[src/rtl/quiz_round_controller.sv]
// rtl/quiz_round_controller.sv - quiz round sequencer, round-robin buzzer arbiter and score keeper
module quiz_round_controller #(
  parameter int NUM_PLAYERS   = 4,
  parameter int CLOCK_FREQ    = 50000000,
  parameter int ANSWER_TIME_S = 10,
  parameter int RESULT_TIME_S = 3,
  parameter int SCORE_WIDTH   = 4,
  localparam int IW = (NUM_PLAYERS > 1) ? $clog2(NUM_PLAYERS) : 1
) (
  input  logic                               clock,
  input  logic                               globalReset,
  input  logic                               startRound,
  input  logic [NUM_PLAYERS-1:0]             buzz,
  input  logic                               judgeValid,
  input  logic                               judgeCorrect,
  output logic [1:0]                         screenSel,
  output logic                               roundActive,
  output logic                               winnerValid,
  output logic [IW-1:0]                      winnerId,
  output logic [7:0]                         secondsLeft,
  output logic [NUM_PLAYERS-1:0]             lockout,
  output logic [NUM_PLAYERS*SCORE_WIDTH-1:0] scores
);

  localparam int PW = (CLOCK_FREQ > 1) ? $clog2(CLOCK_FREQ) : 1;

  typedef enum logic [1:0] {S_IDLE, S_OPEN, S_ANSWER, S_RESULT} state_t;

  state_t                 r_state;
  logic [PW-1:0]          r_presc;
  logic [IW-1:0]          r_ptr;
  logic [NUM_PLAYERS-1:0] r_buzz_prev;
  logic                   r_verdict;
  logic [SCORE_WIDTH-1:0] r_scores [NUM_PLAYERS];

  logic                   w_tick;
  logic                   w_last_sec;
  logic                   w_judge_ok;
  logic                   w_any_press;
  logic [IW-1:0]          w_winner;
  logic [NUM_PLAYERS-1:0] w_press;

  function automatic logic [IW-1:0] rr_idx(input logic [IW-1:0] base, input int off);
    int sum;
    sum = int'(base) + off;
    if (sum >= NUM_PLAYERS) sum = sum - NUM_PLAYERS;
    return IW'(sum);
  endfunction

  assign w_tick     = (r_presc == PW'(CLOCK_FREQ - 1));
  assign w_last_sec = w_tick && (secondsLeft == 8'd1);
  assign w_judge_ok = judgeValid && judgeCorrect;
  assign w_press    = buzz & ~r_buzz_prev & ~lockout;

  // First set press at or above the pointer, wrapping around, wins.
  always_comb begin
    w_any_press = 1'b0;
    w_winner    = '0;
    for (int i = 0; i < NUM_PLAYERS; i++) begin
      if (!w_any_press && w_press[rr_idx(r_ptr, i)]) begin
        w_any_press = 1'b1;
        w_winner    = rr_idx(r_ptr, i);
      end
    end
  end

  genvar g;
  generate
    for (g = 0; g < NUM_PLAYERS; g++) begin : g_pack
      assign scores[g*SCORE_WIDTH +: SCORE_WIDTH] = r_scores[g];
    end
  endgenerate

  always_ff @(posedge clock) begin
    if (globalReset) begin
      r_state     <= S_IDLE;
      r_presc     <= '0;
      r_ptr       <= '0;
      r_buzz_prev <= '0;
      r_verdict   <= 1'b0;
      screenSel   <= 2'b01;
      roundActive <= 1'b0;
      winnerValid <= 1'b0;
      winnerId    <= '0;
      secondsLeft <= 8'd0;
      lockout     <= '0;
      for (int i = 0; i < NUM_PLAYERS; i++) r_scores[i] <= '0;
    end else begin
      r_buzz_prev <= buzz;
      case (r_state)
        S_IDLE: begin
          r_presc <= '0;
          if (startRound) begin
            lockout     <= '0;
            secondsLeft <= 8'(ANSWER_TIME_S);
            roundActive <= 1'b1;
            r_state     <= S_OPEN;
          end
        end
        S_OPEN: begin
          if (w_any_press) begin
            winnerId    <= w_winner;
            r_ptr       <= rr_idx(w_winner, 1);
            secondsLeft <= 8'(ANSWER_TIME_S);
            winnerValid <= 1'b1;
            r_presc     <= '0;
            r_state     <= S_ANSWER;
          end else if (w_tick) begin
            r_presc     <= '0;
            secondsLeft <= secondsLeft - 8'd1;
            if (w_last_sec) begin
              roundActive <= 1'b0;
              r_state     <= S_IDLE;
            end
          end else begin
            r_presc <= r_presc + 1'b1;
          end
        end
        S_ANSWER: begin
          // A judge strobe in the final second overrides the timeout.
          if (judgeValid || w_last_sec) begin
            r_verdict <= w_judge_ok;
            if (w_judge_ok) begin
              screenSel <= 2'b11;
              if (r_scores[winnerId] != '1)
                r_scores[winnerId] <= r_scores[winnerId] + 1'b1;
            end else begin
              screenSel         <= 2'b10;
              lockout[winnerId] <= 1'b1;
            end
            secondsLeft <= 8'(RESULT_TIME_S);
            r_presc     <= '0;
            r_state     <= S_RESULT;
          end else if (w_tick) begin
            r_presc     <= '0;
            secondsLeft <= secondsLeft - 8'd1;
          end else begin
            r_presc <= r_presc + 1'b1;
          end
        end
        S_RESULT: begin
          if (w_tick) begin
            r_presc <= '0;
            if (w_last_sec) begin
              screenSel   <= 2'b01;
              winnerValid <= 1'b0;
              if (r_verdict || (&lockout)) begin
                secondsLeft <= 8'd0;
                roundActive <= 1'b0;
                r_state     <= S_IDLE;
              end else begin
                secondsLeft <= 8'(ANSWER_TIME_S);
                r_state     <= S_OPEN;
              end
            end else begin
              secondsLeft <= secondsLeft - 8'd1;
            end
          end else begin
            r_presc <= r_presc + 1'b1;
          end
        end
        default: r_state <= S_IDLE;
      endcase
    end
  end

endmodule

[config.mk]
export PLATFORM = sky130hd
export DESIGN_NAME = quiz_round_controller
export DESIGN_NICKNAME = d
export VERILOG_FILES = /design/src/rtl/quiz_round_controller.sv
export SDC_FILE = /design/constraint.sdc
export NUM_CORES = 1
export LEC_CHECK = 0
export CAP_MARGIN = 25
export CORE_ASPECT_RATIO = 1.25
export CORE_UTILIZATION = 53
export CTS_CLUSTER_DIAMETER = 100
export DETAILED_ROUTE_END_ITERATION = 12
export PLACE_DENSITY_LB_ADDON = 0.25
export SYNTH_ARGS = -nofsm -noshare
export SYNTH_HDL_FRONTEND = slang
export SYNTH_SLANG_ARGS = --single-unit
[constraint.sdc]
create_clock -name clock -period 3.4 [get_ports clock]
set_input_delay 0.68 -clock clock [delete_from_list [all_inputs] [get_ports clock]]
set_output_delay 0.68 -clock clock [all_outputs]
set_load 0.01 [all_outputs]
==> flow_summary_export.csv, run 1 <==
group,metric,value,unit
outcome,status,"finished clean",
power_and_ir_drop,p_leak,1.467,nW
placement,port_buffers,42,
synth,yosysTopAreaCell,"dfxtp_1",
die,dieWidth,73.96,um
timing,fmax,362.1,MHz
timing,tns,0,ns
cells_and_area,area_growth_syn_to_layout,19.84,%
die,fp.dieH,91.96,um
synth,syn-num-nets,388,
setup_path,r2r-start,"secondsLeft[3]",
setup_path,reg2reg_depth,6,
route,drtIter0Drc,152,
setup_path,slowest_delay,0.59,ns
clock_network,cts_root_buffer,"clkbuf_8",
clock_network,postCtsSetupRepairBufs,0,
timing,final.period_utilization,0.8124,
grt,antenna_found_initial,0,
route,wl_per_cell,14.38,um
synth,synth_area_leaders,"dfxtp_1 32%, edfxtp_1 14%, nor2_1 5.0%",
synth,yosysUniqueCellTypes,57,
placement,hpwl,5285,um
synth,ys_warn_count,0,
grt,grt_pass1_wl,12010,um
grt,first_global_vias,2685,
placement,dp_slack,0.4540,ns
route,antenna_left,0,
synth,synth_area_per_cell,9.149,sq um
timing,fin_ws,0.6380,ns
grt,grt_use_total,0.2295,
synth,synthesis.area,3431,sq um
power_and_ir_drop,peakVddDrop,0.3174,mV
setup_path,worst_setup_path_start_kind,"flip-flop",
timing,finalCriticalPeriod,2.762,ns
die,rows,32,
die,core,6206,sq um
route,drc,0,
worst_hold_path,hold_depth,1,
setup_path,cp_slowest_cell,"or4b_4",
placement,placed_cells,489,
worst_hold_path,hp-start,"r_presc[0]",
clock_network,clock_latency,0.34,ns
setup_path,r2r-end,"secondsLeft[0]",
setup_path,cp-end-kind,"flip-flop",
grt,grt_remaining_overflow,0,
timing,tightestPinTransition,0.6868,ns
setup_path,crit_path_max_fanout,9,
synth,syn_inst,375,
grt,grt_max_degree,27,
timing,slew_headroom,0.5379,
clock_network,clockBufferDepth,2,
synth,ys.flop_type,"dfxtp_1",
clock_network,cts_resized,0,
job,drv_cap,0,
route,via_per_inst,5.604,
power_and_ir_drop,total_power,1.950,mW
synth,ys_async_sr_fraction,0,
setup_path,required,3.65,ns
setup_path,r2r_slack,0.64,ns
cells_and_area,drive_gt1_frac,0.07619,
setup_path,cp.arrival,3.01,ns
timing,hold_violations,0,
cells_and_area,n_antenna_cell,0,
die,ios,43,
synth,synth_top_area_frac,0.3209,
setup_path,critPathKind,"reg -> reg",
route,firstDrtPassIters,4,
setup_path,critPathBufInv,0,
route,wirelength,7263,um
die,start_util,0.5528,
timing,slew_viol_final,0,
placement,gp_congestion,0.9685,
setup_path,worstPathCellList,"or4_4, or4b_4, nor3_1, o21ai_0, o31a_1, a211oi_1",
timing,finalClockSkew,0.007866,ns
setup_path,crit_family,"simple AND/OR/NAND/NOR gates",
worst_hold_path,hold-path-endpoint,"r_presc[0]",
clock_network,htreeDepth,3,
synth,ys_seq_area_frac,0.4610,
clock_network,postCtsHoldBufs,0,
worst_hold_path,hold_class,"reg -> reg",
synth,synth_edf_count,16,
clock_network,numCtsBuffers,9,
timing,rsz0062_at_grt,"false",
die,die_area,6801,sq um
clock_network,cts_tree,"built",
cells_and_area,instances_no_fill,505,
clock_network,cts_sinks,71,
cells_and_area,final_nets,428,
timing,setup_viol,0,
clock_network,clkTransAtPathRegs,0.08,ns
route,num_vias,2830,
synth,yosys_register_bits,71,
power_and_ir_drop,p_per_area,474.3,nW/um^2
-- final cells by class --
cell class                 instances  area (sq um)
fill                             507          2095
multi-input combinational        274          1712
sequential                        71          1582
timing repair buffer              46         450.4
clock buffer                      10         127.6
tap                               85         106.4
clock inverter                     6         85.08
inverter                          13         48.80
-- state kept, by name, indices dropped and copies added, names as in the netlist, named ones only --
signal       flops
screenSel        2
r_verdict        1
r_scores        16
secondsLeft      8
r_presc         26
winnerId         2
lockout          4
roundActive      1
r_buzz_prev      4
r_ptr            2
winnerValid      1
r_state          1
-- per-stage QoR --
step / instance area (sq um) / utilization / hold slack, ns
2_1_floorplan: 3431 / - / 0.4378
3_3_place_gp: 3899 / 0.6282 / 0.4666
3_5_place_dp: 3899 / 0.6282 / 0.4741
4_1_cts: 4111 / 0.6625 / 0.4927
5_1_grt: 4111 / 0.6625 / 0.5116
6_report: 4111 / 0.6625 / 0.4872
-- worst max path at each step --
| stage | startpoint | slack [ns] | cells after the start | end |
|---|---|---|---|---|
| 2_1_floorplan | secondsLeft[3] | 0.80 | 9 | lockout[3] |
| 3_5_place_dp | buzz[1] | 0.45 | 7 | roundActive |
| 5_1_grt | secondsLeft[3] | 0.37 | 6 | secondsLeft[0] |
| 3_3_place_gp | buzz[1] | 0.48 | 7 | roundActive |
| 6_report | secondsLeft[3] | 0.64 | 6 | secondsLeft[0] |
| 4_1_cts | secondsLeft[3] | 0.64 | 6 | secondsLeft[0] |
-- cell usage after synthesis (3+ instances only) --
cell type / count
and3_1: 5
nor2b_1: 7
nand2_1: 29
nor2_1: 46
inv_1: 13
xor2_1: 15
mux4_2: 4
clkbuf_1: 12
ha_1: 4
a21o_1: 3
nor3_1: 18
nand3_1: 18
and2_1: 4
edfxtp_1: 16
nand2b_1: 8
o21ai_0: 16
buf_6: 3
a21oi_1: 24
xnor2_1: 11
nor3b_1: 4
and4_1: 5
dfxtp_1: 55
a31oi_1: 3
or3_1: 9
o211ai_1: 3
-- cell families after synthesis --
group / share of synthesized area
buf+inv: 0.04012
flops: 0.4610
mux: 0.03209
fa+ha+maj: 0.01459
simple gates: 0.2454
xor+xnor: 0.06638
compound gates: 0.1404
-- cell usage in the layout, fill, tap and decap left out, types with 2 or more instances in the layout --
cell             instances
ha_1                     4
and2_1                   4
nor3b_1                  4
mux4_2                   4
nand3_1                 18
xnor2_1                 11
and4_1                   5
buf_4                    4
nor4_1                   2
inv_1                   13
clkbuf_8                 9
nor3_1                  18
nor2_1                  46
mux2i_1                  2
and3_1                   5
bufinv_16                2
or3_1                    9
o32a_1                   2
xor2_1                  15
o211ai_1                 3
o21a_1                   2
o21ai_0                 16
nand2b_1                 8
a31oi_1                  3
edfxtp_1                16
nor4b_1                  2
clkdlybuf4s50_1         42
or2_2                    2
a21oi_1                 24
a21boi_0                 2
a21o_1                   3
nor2b_1                  7
dfxtp_1                 55
nand2_1                 29
-- report_power, final --
group          switching, mW  internal [mW]
Sequential            0.0490          0.895
Clock                  0.313          0.411
Combinational          0.145          0.138
Total                  0.507           1.44
-- metal layers --
layer / track usage / wire length, um
met5: 0 / 0
met4: 0.09135 / 85
met3: 0.04835 / 238
met2: 0.3788 / 3676
met1: 0.2865 / 3263
Power figures use the tool's default switching activity.
==> run 2, diff against run 1 <==
--- a/config.mk
+++ b/config.mk
@@ -7,7 +7,7 @@
 export LEC_CHECK = 0
 export CAP_MARGIN = 25
 export CORE_ASPECT_RATIO = 1.25
-export CORE_UTILIZATION = 53
+export CORE_UTILIZATION = 50
 export CTS_CLUSTER_DIAMETER = 100
 export DETAILED_ROUTE_END_ITERATION = 12
 export PLACE_DENSITY_LB_ADDON = 0.25
==> constraint.sdc (replaced) <==
create_clock -name clock -period 2.5 [get_ports clock]
set_input_delay 0.5 -clock clock [delete_from_list [all_inputs] [get_ports clock]]
set_output_delay 0.5 -clock clock [all_outputs]
set_load 0.01 [all_outputs]
==> flow_summary_export.csv, run 2 (synthesized netlist as in run 1, its figures left out) <==
group,metric,value,unit
power_and_ir_drop,p_leak,1.534,nW
route,drc,0,
setup_path,cp.arrival,2.61,ns
route,via_per_inst,5.546,
placement,place_area,4015,sq um
clock_network,cts_root_buffer,"clkbuf_8",
cells_and_area,final_nets,443,
cells_and_area,drive_gt1_frac,0.1149,
timing,finalCriticalPeriod,2.385,ns
setup_path,crit_path_max_fanout,5,
cells_and_area,biggestRegsByFlops,"r_presc (26), r_scores (16), secondsLeft (8)",
cells_and_area,fin_util,0.6366,
timing,tns,0,ns
placement,port_buffers,42,
timing,hold_violations,0,
timing,final.period_utilization,0.9541,
placement,gp_congestion,0.8960,
setup_path,worstPathCellList,"or4_4, or4b_4, nor3_1, o21ai_1, o31a_1, a211oi_1",
clock_network,cts_tree,"built",
die,die_area,7199,sq um
timing,slew_headroom,0.6672,
grt,first_global_vias,2801,
setup_path,critPathBufInv,0,
cells_and_area,top_register,"r_presc",
die,start_util,0.5193,
route,firstDrtPassIters,4,
clock_network,htreeDepth,3,
timing,tightestPinTransition,0.4940,ns
route,drtIter0Drc,108,
die,ios,43,
route,wirelength,7311,um
cells_and_area,finish.instance_area,4205,sq um
die,rows,33,
setup_path,critPathKind,"reg -> reg",
setup_path,cp_slowest_cell,"or4_4",
clock_network,clkTransAtPathRegs,0.07,ns
clock_network,clockBufferDepth,2,
job,drv_cap,0,
clock_network,cts_sinks,71,
route,wl_per_cell,14.01,um
clock_network,numCtsBuffers,9,
cells_and_area,n_antenna_cell,0,
setup_path,crit_family,"simple AND/OR/NAND/NOR gates",
placement,placed_cells,506,
setup_path,slowest_delay,0.54,ns
grt,antenna_found_initial,0,
placement,hpwl,5425,um
outcome,status,"finished clean",
cells_and_area,largest_reg_flops,26,
die,dieWidth,76.09,um
route,antenna_left,0,
power_and_ir_drop,peakVddDrop,0.2928,mV
timing,fin_ws,0.1146,ns
die,fp.dieH,94.61,um
cells_and_area,layout_common_cells,"54 x dfxtp_1, 46 x nor2_1, 42 x clkdlybuf4s50_1",
placement,dp_slack,-0.02409,ns
timing,slew_viol_final,0,
timing,finalClockSkew,0.008720,ns
cells_and_area,area_growth_syn_to_layout,22.57,%
setup_path,worst_setup_path_start_kind,"flip-flop",
grt,grt_max_degree,27,
grt,grt_remaining_overflow,0,
timing,fmax,419.2,MHz
cells_and_area,final_common_cell,"dfxtp_1",
cells_and_area,instances_no_fill,522,
die,core,6606,sq um
timing,setup_viol,0,
power_and_ir_drop,total_power,2.530,mW
grt,grt_use_total,0.2229,
timing,holdWs,0.4773,ns
grt,grt_pass1_wl,12700,um
power_and_ir_drop,p_per_area,601.5,nW/um^2
clock_network,clock_latency,0.34,ns
worst_hold_path,hold_class,"reg -> reg",
setup_path,cp-end-kind,"flip-flop",
setup_path,required,2.73,ns
route,num_vias,2895,
run 2: worst paths after layout:
check / from / end / slack (ns) / cells after the start
min reg2reg: r_presc[0] / r_presc[0] / 0.48 / 1
min: r_presc[0] / r_presc[0] / 0.48 / 1
max reg2reg: secondsLeft[6] / secondsLeft[0] / 0.11 / 6
max: secondsLeft[6] / secondsLeft[0] / 0.11 / 6
run 2: routing by layer:
metal	vias up	track usage	share of wire
li1	1445	-	-
met5	-	0	0
met3	12	0.05024	0.047
met1	1365	0.2582	0.43
met4	0	0.1042	0.015
met2	73	0.3939	0.50
run 2: timing repair:
action | 4_1_cts | 5_1_grt
setup endpoints to repair | 0 | 6
hold buffers | 0 | 0
gates resized for setup | 0 | 3
buffers inserted | 0 | 0
run 2: report_power, final:
group	leakage, nW	internal (mW)	switching, mW	total (mW)
Combinational	0.830	0.207	0.218	0.425
Clock	0.0926	0.416	0.421	0.837
Sequential	0.612	1.22	0.0495	1.27
Total	1.53	1.84	0.688	2.53
run 2: final cells by class:
type / count / area [sq um]
Clock buffer: 12 / 155.1
Clock inverter: 4 / 30.03
Fill cell: 553 / 2401
Inverter: 13 / 48.80
Multi-Input combinational cell: 274 / 1717
Sequential cell: 71 / 1583
Tap cell: 87 / 108.9
Timing Repair Buffer: 61 / 563.0
==> run 3, diff against run 2 <==
--- a/config.mk
+++ b/config.mk
@@ -10,7 +10,7 @@
 export CORE_UTILIZATION = 50
 export CTS_CLUSTER_DIAMETER = 100
 export DETAILED_ROUTE_END_ITERATION = 12
-export PLACE_DENSITY_LB_ADDON = 0.25
+export PLACE_DENSITY = 0.78
 export SYNTH_ARGS = -nofsm -noshare
 export SYNTH_HDL_FRONTEND = slang
 export SYNTH_SLANG_ARGS = --single-unit
==> flow_summary_export.csv, run 3 (synthesized netlist as in run 1, its figures left out) <==
group,metric,value,unit
setup_path,reg2reg_depth,6,
setup_path,startpoint,"secondsLeft[6]",
timing,finalCriticalPeriod,2.400,ns
setup_path,critPathKind,"reg -> reg",
cells_and_area,multi_input_area,1722,sq um
die,die_area,7199,sq um
clock_network,clockBufferDepth,2,
timing,slew_headroom,0.6700,
cells_and_area,largest_reg_flops,26,
cells_and_area,fillers,534,
setup_path,required,2.80,ns
die,rows,33,
die,dieWidth,76.09,um
grt,use_met3,0.05217,
setup_path,crit_family,"simple AND/OR/NAND/NOR gates",
cells_and_area,final_common_cell,"dfxtp_1",
job,drv_cap,0,
grt,grt_max_degree,27,
route,firstDrtPassIters,4,
timing,hold_violations,0,
clock_network,postCtsHoldBufs,0,
clock_network,cts_sinks,71,
route,wl_per_cell,14.57,um
setup_path,critPathBufInv,0,
grt,gr-usage-met1,0.2581,
die,core,6606,sq um
cells_and_area,area_growth_syn_to_layout,25.16,%
timing,rsz0062_at_grt,"false",
power_and_ir_drop,p_leak,1.574,nW
die,fp.dieH,94.61,um
placement,hpwl,5608,um
setup_path,worst_setup_path_start_kind,"flip-flop",
setup_path,cp-end-kind,"flip-flop",
cells_and_area,final_nets,444,
clock_network,numCtsBuffers,9,
worst_hold_path,hold_class,"reg -> reg",
route,via_per_inst,5.646,
outcome,status,"finished clean",
timing,finalClockSkew,0.006917,ns
setup_path,cp.arrival,2.70,ns
setup_path,cp.depth,6,
grt,grt_remaining_overflow,0,
clock_network,clkTransAtPathRegs,0.08,ns
power_and_ir_drop,p_per_area,673.1,nW/um^2
clock_network,cts_tree,"built",
grt,grt.busiest_layer,"met2",
grt,first_global_vias,2799,
setup_path,slowest_delay,0.54,ns
timing,slew_viol_final,0,
die,start_util,0.5193,
cells_and_area,fin_util,0.6500,
cells_and_area,seqCellArea,1584,sq um
cells_and_area,layout_common_cells,"53 x dfxtp_1, 46 x nor2_1, 42 x clkdlybuf4s50_1",
setup_path,r2r-end,"lockout[3]",
route,antenna_left,0,
setup_path,cp_slowest_cell,"or4_4",
grt,grt_pass1_wl,12930,um
cells_and_area,top_register,"r_presc",
clock_network,cts_root_buffer,"clkbuf_8",
setup_path,crit_path_max_fanout,6,
route,wirelength,7620,um
grt,grt_use_total,0.2295,
clock_network,clock_latency,0.36,ns
setup_path,r2r-start,"secondsLeft[6]",
setup_path,worstPathCellList,"or4_4, or4b_4, or3_4, a211oi_4, a31oi_1, nor2_1",
placement,port_buffers,42,
placement,gp_congestion,0.9240,
die,ios,43,
timing,final.period_utilization,0.9598,
cells_and_area,drive_gt1_frac,0.1193,
grt,antenna_found_initial,0,
cells_and_area,n_antenna_cell,0,
route,drtIter0Drc,114,
setup_path,cp-endpoint,"lockout[3]",
route,drc,0,
power_and_ir_drop,peakVddDrop,0.4110,mV
setup_path,r2r_slack,0.10,ns
route,num_vias,2953,
clock_network,htreeDepth,3,
timing,tightestPinTransition,0.4899,ns
timing,fmax,416.7,MHz
timing,holdWs,0.4810,ns
cells_and_area,biggestRegsByFlops,"r_presc (26), r_scores (16), secondsLeft (8)",
grt,met2_usage,0.4045,
timing,setup_viol,0,
run 3: cell count changes in the layout (fill, tap and decap cells not counted):
cell        change
dfxtp_2         +1
nor3_1          -1
nor3_2          +1
bufinv_16       +4
clkinv_2        -1
clkbuf_8        -2
clkinvlp_4      -1
clkinv_1        +1
o21ai_1         -1
dfxtp_1         -1
buf_4           +1
o21ai_0         +1
clkinv_4        -1
run 3: metrics by stage:
stage	setup WS, ns	power (mW)	TNS [ns]	cells	cell area [sq um]
floorplan	0.01950	1.557	0	375	3432
global placement	-0.003803	1.707	-0.004598	506	4015
detailed placement	-0.09549	1.717	-0.4049	506	4015
CTS	0.002971	2.900	0	522	4275
global route	0.008986	3.007	0	523	4294
finish	0.1005	2.890	0	523	4294
run 3: what timing repair did:
| action | in CTS | in global routing |
|---|---|---|
| setup buffers | 0 | 1 |
| resized for setup | 0 | 4 |
| setup endpoints to repair | 0 | 7 |
run 3: how the worst min path moves through the flow:
stage | cells after the start | startpoint | slack (ns) | endpoint
2_1_floorplan | 1 | r_presc[0] | 0.44 | r_presc[0]
6_report | 1 | r_presc[0] | 0.48 | r_presc[0]
3_3_place_gp | 1 | r_presc[0] | 0.46 | r_presc[0]
4_1_cts | 1 | r_presc[0] | 0.48 | r_presc[0]
5_1_grt | 1 | r_presc[0] | 0.50 | r_presc[0]
3_5_place_dp | 1 | r_presc[0] | 0.47 | r_presc[0]
run 3: power breakdown:
part	switching, mW	total, mW	internal (mW)
logic	0.224	0.431	0.207
registers	0.0504	1.27	1.22
clock network	0.429	1.19	0.762
total	0.703	2.89	2.19
run 3: cell type report:
class,instances,share of cell area
Inverter,13,0.01136
Timing Repair Buffer,62,0.1329
Clock buffer,10,0.02972
Tap cell,87,0.02535
Sequential cell,71,0.3689
Clock inverter,6,0.03089
Multi-Input combinational cell,274,0.4009
run 3: metal layers:
metal  share of wire  vias to the layer above
li1                -                     1447
met1            0.43                     1403
met2            0.51                       81
met3           0.042                       22
met4           0.025                        0
met5               0                        -
